$ cat src/rtl/lif_neuron_array.sv
// Array of leaky integrate-and-fire neurons sharing one update datapath.
// A step pulse sweeps the neurons one per cycle, then publishes the spike vector.
module lif_neuron_array #(
   parameter int N_NEURONS = 4,
   parameter int W         = 8,
   parameter int RW        = 4,
   localparam int SW       = (N_NEURONS > 1) ? $clog2(N_NEURONS) : 1
) (
   input  logic                   clk,
   input  logic                   rst,
   input  logic                   step,
   input  logic [N_NEURONS*W-1:0] in_current,
   input  logic [W-1:0]           threshold,
   input  logic                   leak_mode,
   input  logic [W-1:0]           leak_amt,
   input  logic                   reset_mode,
   input  logic [RW-1:0]          refrac_len,
   input  logic [SW-1:0]          mem_sel,
   output logic                   busy,
   output logic                   done,
   output logic [N_NEURONS-1:0]   spikes,
   output logic [W-1:0]           mem_out,
   output logic [1:0]             fsm_state
);

   // Handshake: step is honoured only in IDLE; busy covers RUN and FINISH,
   // done is high for the single FINISH cycle and spikes update as it ends.
   typedef enum logic [1:0] {IDLE = 2'd0, RUN = 2'd1, FINISH = 2'd2} state_t;

   state_t state, state_nx;

   logic [N_NEURONS-1:0][W-1:0]  u_q;
   logic [N_NEURONS-1:0][RW-1:0] rc_q;
   logic [N_NEURONS-1:0]         spk_sh_q;
   logic [SW-1:0]                idx_q;
   logic [N_NEURONS*W-1:0]       cur_q;
   logic [W-1:0]                 thr_q;
   logic [W-1:0]                 la_q;
   logic                         lm_q;
   logic                         rm_q;
   logic [RW-1:0]                rl_q;

   logic [W-1:0]  u_cur, i_cur, leaked, sum, u_next;
   logic [W:0]    sum_w;
   logic [RW-1:0] rc_cur, rc_next;
   logic          spk_next;
   logic          last_idx;

   assign last_idx  = (idx_q == SW'(N_NEURONS - 1));
   assign fsm_state = state;

   always_ff @(posedge clk or posedge rst) begin
      if (rst) state <= IDLE;
      else     state <= state_nx;
   end

   always_comb begin
      state_nx = state;
      case (state)
         IDLE:    if (step) state_nx = RUN;
         RUN:     if (last_idx) state_nx = FINISH;
         FINISH:  state_nx = IDLE;
         default: state_nx = IDLE;
      endcase
   end

   always_comb begin
      busy = (state != IDLE);
      done = (state == FINISH);
   end

   // Update of the currently indexed neuron, using only latched configuration.
   always_comb begin
      u_cur  = u_q[idx_q];
      i_cur  = cur_q[idx_q*W +: W];
      rc_cur = rc_q[idx_q];
      leaked = '0;
      if (!lm_q) begin
         if ({1'b0, la_q[3:0]} < 5'(W)) leaked = u_cur >> la_q[3:0];
      end else if (u_cur > la_q) begin
         leaked = u_cur - la_q;
      end
      sum_w = {1'b0, leaked} + {1'b0, i_cur};
      sum   = sum_w[W] ? '1 : sum_w[W-1:0];
      if (rc_cur != '0) begin
         u_next   = '0;
         rc_next  = rc_cur - RW'(1);
         spk_next = 1'b0;
      end else if (sum >= thr_q) begin
         u_next   = rm_q ? (sum - thr_q) : '0;
         rc_next  = rl_q;
         spk_next = 1'b1;
      end else begin
         u_next   = sum;
         rc_next  = rc_cur;
         spk_next = 1'b0;
      end
   end

   always_ff @(posedge clk or posedge rst) begin
      if (rst) begin
         u_q      <= '0;
         rc_q     <= '0;
         spk_sh_q <= '0;
         idx_q    <= '0;
         cur_q    <= '0;
         thr_q    <= '0;
         la_q     <= '0;
         lm_q     <= 1'b0;
         rm_q     <= 1'b0;
         rl_q     <= '0;
         spikes   <= '0;
         mem_out  <= '0;
      end else begin
         mem_out <= (int'(mem_sel) < N_NEURONS) ? u_q[mem_sel] : '0;
         case (state)
            IDLE: if (step) begin
               cur_q <= in_current;
               thr_q <= threshold;
               lm_q  <= leak_mode;
               la_q  <= leak_amt;
               rm_q  <= reset_mode;
               rl_q  <= refrac_len;
               idx_q <= '0;
            end
            RUN: begin
               u_q[idx_q]      <= u_next;
               rc_q[idx_q]     <= rc_next;
               spk_sh_q[idx_q] <= spk_next;
               if (!last_idx) idx_q <= idx_q + SW'(1);
            end
            FINISH: spikes <= spk_sh_q;
            default: ;
         endcase
      end
   end

endmodule

$ cat config.mk
export PLATFORM = sky130hd
export DESIGN_NAME = lif_neuron_array
export DESIGN_NICKNAME = d
export VERILOG_FILES = /design/src/rtl/lif_neuron_array.sv
export SDC_FILE = /design/constraint.sdc
export NUM_CORES = 1
export LEC_CHECK = 0
export ABC_CLOCK_PERIOD_IN_PS = 7720
export CAP_MARGIN = 20
export CORE_ASPECT_RATIO = 1.2
export CORE_UTILIZATION = 56
export CTS_BUF_LIST = sky130_fd_sc_hd__clkbuf_4 sky130_fd_sc_hd__clkbuf_8 sky130_fd_sc_hd__clkbuf_16
export DETAILED_ROUTE_END_ITERATION = 8
export PLACE_DENSITY = 0.89
export SETUP_SLACK_MARGIN = 0.05
export SYNTH_ARGS = -nofsm -noshare
export SYNTH_HDL_FRONTEND = slang
export SYNTH_SLANG_ARGS = --single-unit
$ cat constraint.sdc
create_clock -name clk -period 7.72 [get_ports clk]
set_input_delay 1.544 -clock clk [delete_from_list [all_inputs] [get_ports clk]]
set_output_delay 1.544 -clock clk [all_outputs]
set_load 0.005 [all_outputs]
Yosys cells after proc, flatten, opt, wreduce, memory -nomap -nowiden:

Index checks and enable logic that the tools add are counted.

* bits in registers: 122
* input port bits: 59
* logic and storage cells: 78

* add/subtract/negate cells: 5
* $lt $le $gt $ge: 6
* equality and inequality tests: 6
* shift-type cells: 2
* multiplexer cells: 32
* reduce and logical (&&, ||, !) cells: 8

Operators by type and width (count)
* $mux 8: 10
* $bmux 8 s2: 2
* $bwmux 32: 1
* $shiftx 32x6->8: 1
* $bwmux 16: 1
* $demux 8 s2: 1
* $mux 4: 4
* $sub 8x8->8: 2
* $add 8x8->9: 1
* $bmux 4 s2: 1
* $demux 4 s2: 1
* $ge 8x8->1: 1
* $gt 8x8->1: 1
* $mux 2: 4
* $pmux 2 s2: 2
* $shr 8x4->8: 1
* $lt 2x3->1 const B: 2
* $ne 2x2->1 const B: 3
* $bwmux 4: 1
* $eq 2x2->1 const B: 2
* $lt 4x4->1 const B: 1
* $reduce_and 2->1: 2
* $reduce_bool 2->1: 2
* $reduce_bool 4->1: 1
* 9 further kinds: 11

Logic depth before layout (Yosys ltp):

* depth in word-level cells: 12
* depth in mapped cells: 29
* depth with buffers taken out: 25

Worst setup path after synthesis:

Ideal clock, no wire load.

* path kind: reg-to-reg
* start: reg idx_q[0]
* end: reg u_q[29] (netlist bit)
* arrival time: 5.540 ns
* data required time: 7.599 ns
* path slack: 2.059 ns
* cell stages (with the launch flop): 26
* path buffers: 3
* clock period less this slack: 5.661 ns
* path through: dfrtp_1 -> buf_6 -> buf_8 -> mux4_1 -> inv_1 -> ha_1 -> fa_1 -> nor2b_1 -> o31a_1 -> o31ai_1 -> a21oi_1 -> nand3_1 -> o22ai_1 -> ha_1 -> a211oi_1 -> o21bai_1 -> nor3_1 -> ha_1 -> inv_1 -> fa_1 -> a211oi_2 -> o21ai_1 -> a221o_1 -> buf_4 -> a41o_1 -> a22o_1

* longest elaborated chain between the ends: 12
* elaborated cells between the ends (all ways): 25

RTL lines
* from (decl): line 35 `logic [SW-1:0] idx_q;`
* from (signal assigned): line 130 `if (!last_idx) idx_q <= idx_q + SW'(1);`
* $bmux 8 s2: line 74 `u_cur = u_q[idx_q];`
* $mux 8 (implied by the code): line 74
* $sub 8x8->8, or another cell as far along: line 81 `leaked = u_cur - la_q;`
* $mux 8, on equally long branches: line 80, 79
* $mux 8: line 78 `if (!lm_q) begin`
* $add 8x8->9: line 83 `sum_w = {1'b0, leaked} + {1'b0, i_cur};`
* $mux 8: line 84 `sum = sum_w[W] ? '1 : sum_w[W-1:0];`
* $sub 8x8->8: line 90 `u_next = rm_q ? (sum - thr_q) : '0;`
* $mux 8: line 90
* $mux 8: line 89 `end else if (sum >= thr_q) begin`
* $mux 8: line 85 `if (rc_cur != '0) begin`
* $bwmux 32 (*): line 127 `u_q[idx_q] <= u_next;`
* to (signal, indexed assignment): line 127
* to (decl): line 32 `logic [N_NEURONS-1:0][W-1:0] u_q;`

Mark *: on every way between the ends. The rest lies on a longest branch, timed or not. The select of a mux whose other input is x is not followed.
A chain may end at the register's enable or synchronous reset.

Worst setup path in the final report:

* start: reg idx_q[0]
* end: reg rc_q[13] (netlist bit)

* longest elaborated chain between the ends: 11
* elaborated cells between the ends (all ways): 24

RTL lines
* $bmux 8 s2: line 74
* $mux 8 (implied by the code): line 74
* $sub 8x8->8, or another cell as far along: line 81
* $mux 8, on equally long branches: line 80, 79
* $mux 8: line 78
* $add 8x8->9: line 83
* $mux 8: line 84
* $ge 8x8->1: line 89
* $mux 4: line 89
* $mux 4: line 85
* $bwmux 16 (*): line 128 `rc_q[idx_q] <= rc_next;`
* to (signal, indexed assignment): line 128
* to (decl): line 33 `logic [N_NEURONS-1:0][RW-1:0] rc_q;`

Marks and branches as above.

==> impl_metrics.yaml <==
synth:
  syn_avg_cell_area_um2: 10.6
  netlist_instances: 649
  ys_types: 69
  ys_ff_latch: 122
  synth_edf_count: 0
  syn_area_um2: 6900
  ys_seq_area_share_pct: 44.2
  yosys_warnings: 0
  synth_fp_nets: 741
  ys.flop_type: "dfrtp_1"
  async_flop_share_pct: 100
sta:
  drv_slew: 0
  layout_min_cycle_time_ns: 6.79
  hold_violations: 0
  max_freq_mhz: 147
  clock_skew_ns: 0.00699
  fin_setup_tns_ns: 0
  slew_headroom_pct: 40.8
  setup_viol: 0
  timing.final.crit_share_pct: 88.0
  tightest_slew_ns: 0.888
  rsz0062_at_grt: "false"
  whs_ns: 0.471
routing:
  drt-initial-drc-count: 400
  vias: 5472
  ant_nets: 0
  avgViaCountPerCell: 6.16
  drc_errors: 0
  wl_per_cell_um: 19.2
  drt_pass1_iterations: 6
  drt_wl_total_mm: 17.1
cts:
  post_cts_buffers: 0
  cts_inserted_buffers: 17
  clkTransAtPathRegs_ns: 0.05
  cts-hold-fix-buffers: 0
  clock_path_buffers: 2
  clockRootBuffer: "clkbuf_16"
  cts.sink_count: 122
  clkLatencyLatePin_ns: 0.42
  h-tree-depth: 4
  cts_resized: 0
  cts_tree: "done"
die:
  io_pins: 75
  die_width_um: 103
  initial_utilization_pct: 57.2
  core_area_um2: 12100
  chipHeight_um: 124
  rows: 44
  die_area_um2: 12800
global_routing:
  grt_pass1_vias: 5534
  grt_max_degree: 83
  grt_overflow_total: 0
  grt_pass1_wl_mm: 27.7
  track_usage_pct: 29.5
  antenna_found_initial: 0
layout:
  diodes: 0
  nets: 810
  instances_no_fill: 889
  drive_gt1_share_pct: 16.2
  fill_cells: 838
  fin_util_pct: 69.5
  area_delta_synth_final_pct: 21.4
placed_design:
  post-dp-hpwl_mm: 12.3
  placed_cells: 859
  port_buffers: 74
  gp_congestion: 0.887
worst_setup_path:
  required_ns: 7.98
  crit_arrival_ns: 7.05
  worst-path-max-fanout: 11
  crit_path_start_kind: "register"
  cp-end-kind: "register"
  worst-setup-path-type: "reg2reg"
outcome:
  outcome: "completed"
run:
  maxCapViolCount: 0
hold_path:
  hold_class: "reg2reg"
-- per-stage QoR --
step                      cell area (um2)  worst slack (ns)
final                                8380             0.927
after global routing                 8380             0.366
after CTS                            8350             0.962
after detailed placement             7730              1.02
after global placement               7730              1.25
after floorplan                      6900              2.06
-- per-layer routing --
metal	track usage (%)	routed length (um)	vias up
met1	35.6	6760	2713
met4	14.7	636	0
met3	6.57	924	58
li1	-	-	2489
met2	49.7	8760	212
met5	0	0	-
-- layout by cell type, fill, tap and decap left out, drive strengths merged, types with 8 or more instances in the layout --
cell type,instances
nor3,8
inv,40
nand2,96
dfrtp,122
ha,30
mux4,26
a21oi,19
o21ai,77
a22o,8
a31oi,12
clkbuf,22
mux2,44
clkdlybuf4s50,74
nor2,34
-- worst max-delay path: stages, from the launching register on --
cell,delay (ns)
dfrtp_1,0.57
mux4_1,0.71
ha_1,0.37
nor2b_1,0.16
o31a_1,0.26
o31ai_1,0.28
a21oi_1,0.13
nand3_1,0.24
o22ai_1,0.13
ha_1,0.37
a211oi_1,0.23
o21bai_1,0.15
nor3_1,0.35
ha_1,0.23
inv_1,0.05
fa_1,0.41
a211oi_2,0.32
o21ai_1,0.16
a221oi_2,0.78
mux2_2,0.42
o21ai_2,0.17
o21ai_0,0.12
-- synthesized netlist by cell type, types with 4 or more instances --
library cell	number	area [um2]
dfrtp_1	122	3050
nand2_1	96	360
o21ai_0	52	260
mux2_2	44	495
inv_1	39	146
nor2_1	33	124
ha_1	30	375
o21ai_1	23	115
a21oi_1	19	95.1
mux4_2	19	428
clkbuf_1	15	56.3
a31oi_1	10	62.6
a22o_1	8	70.1
buf_2	8	40.0
nor3_1	8	40.0
and3_1	7	43.8
mux4_1	7	184
nand3_1	7	35.0
a211oi_1	6	45.0
mux2i_1	6	60.1
a21o_1	5	37.5
nand2b_1	5	31.3
o31ai_1	5	37.5
nor2b_1	4	25.0
o21a_1	4	30.0
o22ai_1	4	25.0
xor2_1	4	35.0
-- worst paths after layout --
check	start	cells past startpoint	slack, ns	endpoint
min in group asynchronous	rst	2	1.52	cur_q[19]
max reg2reg	idx_q[0]	21	0.93	rc_q[13]
min	spk_sh_q[3]	2	0.47	spk_sh_q[3]
min reg2reg	spk_sh_q[3]	2	0.47	spk_sh_q[3]
max	idx_q[0]	21	0.93	rc_q[13]
max in group asynchronous	rst	4	5.14	thr_q[2]
-- sequential cells by signal, summed over array words and instances, names as in the netlist --
| signal | count |
|---|---|
| idx_q | 2 |
| lm_q | 1 |
| thr_q | 8 |
| rl_q | 4 |
| la_q | 8 |
| spikes | 4 |
| spk_sh_q | 4 |
| rc_q | 16 |
| fsm_state | 2 |
| u_q | 32 |
| mem_out | 8 |
| rm_q | 1 |
| cur_q | 32 |
-- area by class of cell --
type	instances	area, um2	share of cell area (%)
timing repair buffer	79	798	9.53
tap	161	201	2.40
clock buffer	22	475	5.67
inverter	40	153	1.82
sequential	122	3050	36.4
clock inverter	7	143	1.70
multi-input combinational	458	3560	42.4
-- cells by family after synthesis --
family	synth area share, %
and+or+nand+nor	11.1
xor gates and xnor gates	0.889
buffers and inverters	4.33
muxes	16.9
AOI/OAI and AO/OA	16.2
DFF	44.2
adders and majority gates	6.31
Power is left out: the tool's default activity adds up to more than one toggle a clock period on the data nets, which glitch-free logic cannot reach.
